<file path="src/rtl/ifu_fetch.sv">
// ifu_fetch -- instruction fetch unit of the NPC core.
//
// Holds the architectural PC and fetches one 32-bit instruction at a time
// from instruction memory. The fetched word is presented to the decoder
// together with its PC and a fault flag. Redirects from the branch/jump
// path replace the PC, and any fetch already in flight is squashed.
//
// Ports:
//   clk, rst_n                      core clock, synchronous active-low reset
//   imem_req_valid/ready/addr       fetch request to instruction memory
//   imem_rsp_valid/data/err         fetch response (err = access fault)
//   inst_valid/ready                handshake with the decoder
//   instruction, inst_pc, inst_fault  presented instruction and attributes
//   redirect_valid, redirect_pc     next-PC override from branch/jump path
//   fetch_cnt                       count of instructions consumed by decoder
module ifu_fetch #(
  parameter logic [31:0] RESET_PC = 32'h8000_0000,
  parameter logic [31:0] NOP_INST = 32'h0000_0013
) (
  input  logic        clk,
  input  logic        rst_n,
  output logic        imem_req_valid,
  input  logic        imem_req_ready,
  output logic [31:0] imem_req_addr,
  input  logic        imem_rsp_valid,
  input  logic [31:0] imem_rsp_data,
  input  logic        imem_rsp_err,
  output logic        inst_valid,
  input  logic        inst_ready,
  output logic [31:0] instruction,
  output logic [31:0] inst_pc,
  output logic        inst_fault,
  input  logic        redirect_valid,
  input  logic [31:0] redirect_pc,
  output logic [31:0] fetch_cnt
);

  typedef enum logic [1:0] {IDLE, REQ, WAIT, HOLD} state_t;

  state_t      state;
  logic [31:0] pc;
  logic        squash;     // response of the outstanding request must be dropped
  logic        pc_aligned;

  assign pc_aligned     = (pc[1:0] == 2'b00);
  // A misaligned PC never reaches memory; it is turned into a fault instead.
  assign imem_req_valid = (state == REQ) && pc_aligned;
  assign imem_req_addr  = pc;
  assign inst_valid     = (state == HOLD);

  always_ff @(posedge clk) begin
    if (!rst_n) begin
      state       <= IDLE;
      pc          <= RESET_PC;
      squash      <= 1'b0;
      instruction <= NOP_INST;
      inst_pc     <= RESET_PC;
      inst_fault  <= 1'b0;
      fetch_cnt   <= '0;
    end else begin
      case (state)
        IDLE: begin
          if (redirect_valid) pc <= redirect_pc;
          state <= REQ;
        end

        REQ: begin
          if (redirect_valid) begin
            // The new target wins over a pending misalignment fault; the
            // fault is re-evaluated against the new PC next cycle.
            pc <= redirect_pc;
            if (imem_req_valid && imem_req_ready) begin
              squash <= 1'b1;
              state  <= WAIT;
            end
          end else if (!pc_aligned) begin
            instruction <= NOP_INST;
            inst_pc     <= pc;
            inst_fault  <= 1'b1;
            state       <= HOLD;
          end else if (imem_req_ready) begin
            state <= WAIT;
          end
        end

        WAIT: begin
          if (redirect_valid) pc <= redirect_pc;
          if (imem_rsp_valid) begin
            if (squash || redirect_valid) begin
              // Stale response: drop it and refetch from the current PC.
              squash <= 1'b0;
              state  <= REQ;
            end else begin
              instruction <= imem_rsp_err ? NOP_INST : imem_rsp_data;
              inst_fault  <= imem_rsp_err;
              inst_pc     <= pc;
              state       <= HOLD;
            end
          end else if (redirect_valid) begin
            squash <= 1'b1;
          end
        end

        HOLD: begin
          if (inst_ready) begin
            fetch_cnt <= fetch_cnt + 32'd1;
            pc        <= redirect_valid ? redirect_pc : pc + 32'd4;
            state     <= REQ;
          end else if (redirect_valid) begin
            // Held instruction is on the wrong path: drop it uncounted.
            pc    <= redirect_pc;
            state <= REQ;
          end
        end

        default: state <= IDLE;
      endcase
    end
  end

endmodule

</file>
<file path="config.mk">
export PLATFORM = sky130hd
export DESIGN_NAME = ifu_fetch
export DESIGN_NICKNAME = d
export VERILOG_FILES = /design/src/rtl/ifu_fetch.sv
export SDC_FILE = /design/constraint.sdc
export NUM_CORES = 1
export LEC_CHECK = 0
export BUFFER_PORTS_ARGS = -buffer_cell sky130_fd_sc_hd__clkbuf_2
export CORE_ASPECT_RATIO = 1.5
export CORE_UTILIZATION = 50
export DETAILED_ROUTE_END_ITERATION = 12
export PLACE_DENSITY = 0.81
export SLEW_MARGIN = 15
export SYNTH_ARGS = -nofsm -noshare
export SYNTH_HDL_FRONTEND = slang
export SYNTH_SLANG_ARGS = --single-unit
</file>
<file path="constraint.sdc">
create_clock -name clk -period 2.66 [get_ports clk]
set_input_delay 0.532 -clock clk [delete_from_list [all_inputs] [get_ports clk]]
set_output_delay 0.532 -clock clk [all_outputs]
set_load 0.005 [all_outputs]
</file>
==> run_results.csv <==
group,metric,value,unit
layout,area_overhead_of_the_layout_relative_to_synthesis,32.5,%
worst_setup_path,worstPathArrival,2380,ps
power_and_ir_drop,leakage,3.00,nW
clocking,cts_resized,0,
logic_synthesis,yosys_register_bits,132,
floorplan,floorplan.die.height,131,um
clocking,clk-insertion-delay-late,410,ps
sta,timing.setup.tns,0,ps
logic_synthesis,yosys_most_used_dff,"sky130_fd_sc_hd__dfxtp_1",
min_path,worstHoldStart,"imem_rsp_data[1]",
logic_synthesis,synth-async-reset-ratio,0,
worst_setup_path,worst-endpoint-required,2950,ps
worst_setup_path,r2r_start,"state[1]$_SDFFE_PN0P_",
route,wl_met1,5860,um
logic_synthesis,synthesized_nets,727,
floorplan,die_area,11600,um2
clocking,cts_inserted_buffers,17,
route,dr_total_vias,5471,
power_and_ir_drop,cellPowerDensity,755,nW/um2
min_path,worstHoldPathType,"in2reg",
logic_synthesis,number_of_synthesized_flops_with_an_enable_pin,0,
worst_setup_path,critical_path.endpoint_type,"flip-flop",
layout,stdcell_count,998,
clocking,cts_num_sinks,132,
sta,max_slew_margin,0.562,
route,routed-wl-met3,1130,um
route,viasPerCell,5.48,
sta,rsz0062_at_grt,"no",
logic_synthesis,yosys.cell_types.count,47,
clocking,postCtsSetupBuffers,0,
power_and_ir_drop,worst_ir_drop_vdd,0.514,mV
route,route.antenna.remaining_nets,0,
global_route,overflow,0,
route,dr_wl_met2,7930,um
sta,finalWorstSetupSlack,572,ps
placed_design,dp.final_hpwl,10800,um
floorplan,row_count,46,
floorplan,ios,202,
logic_synthesis,ys_seq_area_frac,0.475,
clocking,cts.htree.levels,4,
worst_setup_path,startpoint_type,"flip-flop",
sta,hold_viol,0,
sta,skew,6.88,ps
route,drc_errors,0,
sta,min_period,2090,ps
sta,worstMarginPinSlew,652,ps
placed_design,placed_cells_incl_taps,966,
route,highest_layer,"met4",
global_route,wire_length_of_the_first_global_routing_pass,24700,um
sta,fin_crit_sh,0.785,
route,wirelength,15500,um
sta,setup_viol_count_final,0,
global_route,vias_in_the_first_global_route,5277,
logic_synthesis,post_synth_inst_count,651,
layout,final_nets,917,
global_route,grt_antenna_before_repair,0,
layout,antenna-diode-count,0,
layout,sequential_cell_area,2640,um2
logic_synthesis,synth.cell_area,5570,um2
global_route,grt_max_degree,62,
worst_setup_path,critPathKind,"reg2reg",
floorplan,initial_utilization,0.520,
clocking,clk_path_buf_depth,2,
floorplan,core,10700,um2
placed_design,buffer_ports.inserted,201,
layout,fillerInstances,877,
floorplan,dieWidth,88.2,um
clocking,clk_transition_reported_paths,50,ps
power_and_ir_drop,report.power.total,5.57,mW
layout,post_route_core_utilization,0.689,
sta,fmax,479,MHz
route,detailedRoute.firstIterationViolations,309,
worst_setup_path,setup.worst_path.start,"state[1]$_SDFFE_PN0P_",
route,drt_pass1_iterations,5,
clocking,clock_tree_from_tritoncts,"done",
logic_synthesis,synth_area_per_cell,8.55,um2
global_route,grt_usage,0.271,
placed_design,gp_routability_congestion,0.855,
clocking,cts.hold.buffers_added,0,
logic_synthesis,ys_warn_count,0,
run_status,outcome,"complete, no violations",
layout,post_route_cells_drive_above_1_share,0.307,
layout,multiInputGateArea,2710,um2
sta,timing_max_transition_violations_final,0,
flow_run,cap_violations,0,
route,drt-wirelength-per-cell,15.5,um
worst_setup_path,crit_fanout,15,
clocking,clk_root_buffer_cell,"sky130_fd_sc_hd__clkbuf_16",
placed_design,post-place-ws,590,ps
-- per-layer routing --
metal	vias to the layer above	global-route usage
met3	47	0.0892
li1	2637	-
met4	0	0.132
met5	-	0
met2	237	0.462
met1	2550	0.292
-- path summary, 6_finish.rpt --
check,depth (start not counted),end,slack [ps]
worst max-delay path,6,fetch_cnt[31]$_SDFFE_PN0P_,570
worst max register to register,6,fetch_cnt[31]$_SDFFE_PN0P_,570
worst min register to register,2,inst_pc[14]$_SDFFE_PN0P_,450
worst min-delay path,3,instruction[1]$_SDFFE_PN1P_,340
-- sequential cells by signal, summed over array words and instances (netlist names) --
| name | flops |
|---|---|
| imem_req_addr | 32 |
| squash | 1 |
| inst_pc | 32 |
| fetch_cnt | 32 |
| inst_fault | 1 |
| instruction | 32 |
| state | 2 |
-- layout make-up --
| type | count | area share |
|---|---|---|
| multi-input combinational | 463 | 0.368 |
| clock inverter | 12 | 0.0307 |
| clock buffer | 20 | 0.0605 |
| sequential | 132 | 0.358 |
| inverter | 16 | 0.00831 |
| timing repair buffer | 211 | 0.150 |
| tap | 144 | 0.0244 |
-- synth_stat cells, types with 2 or more instances --
cell type,number,area share
sky130_fd_sc_hd__nand2_1,88,0.059
sky130_fd_sc_hd__nor3_1,16,0.014
sky130_fd_sc_hd__and2_1,2,0.0022
sky130_fd_sc_hd__a211oi_1,4,0.0054
sky130_fd_sc_hd__inv_1,15,0.010
sky130_fd_sc_hd__o22ai_1,3,0.0034
sky130_fd_sc_hd__xor2_1,17,0.027
sky130_fd_sc_hd__nand2b_1,3,0.0034
sky130_fd_sc_hd__ha_1,5,0.011
sky130_fd_sc_hd__a31oi_1,2,0.0022
sky130_fd_sc_hd__nor2b_1,2,0.0022
sky130_fd_sc_hd__or3_1,5,0.0056
sky130_fd_sc_hd__a21oi_1,63,0.057
sky130_fd_sc_hd__xnor2_1,37,0.058
sky130_fd_sc_hd__nand4_4,2,0.0076
sky130_fd_sc_hd__buf_2,7,0.0063
sky130_fd_sc_hd__and3_1,3,0.0034
sky130_fd_sc_hd__buf_1,4,0.0027
sky130_fd_sc_hd__dfxtp_1,132,0.47
sky130_fd_sc_hd__nor3b_1,2,0.0027
sky130_fd_sc_hd__clkbuf_1,28,0.019
sky130_fd_sc_hd__nor2_1,73,0.049
sky130_fd_sc_hd__nand3_1,18,0.016
sky130_fd_sc_hd__or4_4,2,0.0040
sky130_fd_sc_hd__a22oi_1,29,0.039
sky130_fd_sc_hd__and4_1,7,0.011
sky130_fd_sc_hd__nand4_1,16,0.018
sky130_fd_sc_hd__nor3_2,5,0.0090
sky130_fd_sc_hd__o21ai_0,30,0.027
sky130_fd_sc_hd__nor4_1,10,0.011
sky130_fd_sc_hd__nor4_2,2,0.0045
sky130_fd_sc_hd__mux2i_1,4,0.0072
-- through the flow --
stage | cell area [um2] | hold slack [ps]
after detailed placement | 6700 | 447
after global routing | 7380 | 321
final | 7380 | 336
after floorplan | 5570 | 453
after global placement | 6700 | 442
after CTS | 7380 | 324
-- placed cells by master, fill, tap and decap left out, drive strengths merged, types with 17 or more instances in the layout --
cell type,n
xnor2,37
xor2,17
dfxtp,132
clkbuf,221
nand2,88
nand4,19
nor2,73
nor3,21
o21ai,30
a21oi,63
a22oi,29
nand3,19
-- power breakdown --
group          total, mW  leakage [nW]  internal (mW)  switching, mW
sequential          2.19          1.07           2.08          0.101
clock               2.66         0.321           1.79          0.876
combinational      0.723          1.61          0.279          0.444
total               5.57          3.00           4.15           1.42
-- worst max-delay path: stages, from the launching register on --
cell                      delay [ps]
sky130_fd_sc_hd__dfxtp_1         370
sky130_fd_sc_hd__ha_1            280
sky130_fd_sc_hd__and2_1          190
sky130_fd_sc_hd__nand4_2         360
sky130_fd_sc_hd__nor3_1          480
sky130_fd_sc_hd__a31o_2          220
sky130_fd_sc_hd__a21oi_1          60
-- kinds of logic after synthesis --
kind of cell | Yosys count | share of synthesized area
compound gates | 138 | 0.145
flops | 132 | 0.474
xor+xnor | 54 | 0.0849
simple gates | 262 | 0.237
mux | 4 | 0.00719
fa+ha+maj | 5 | 0.0112
buf+inv | 56 | 0.0400
Note: power is estimated with default switching activity, not from simulation.
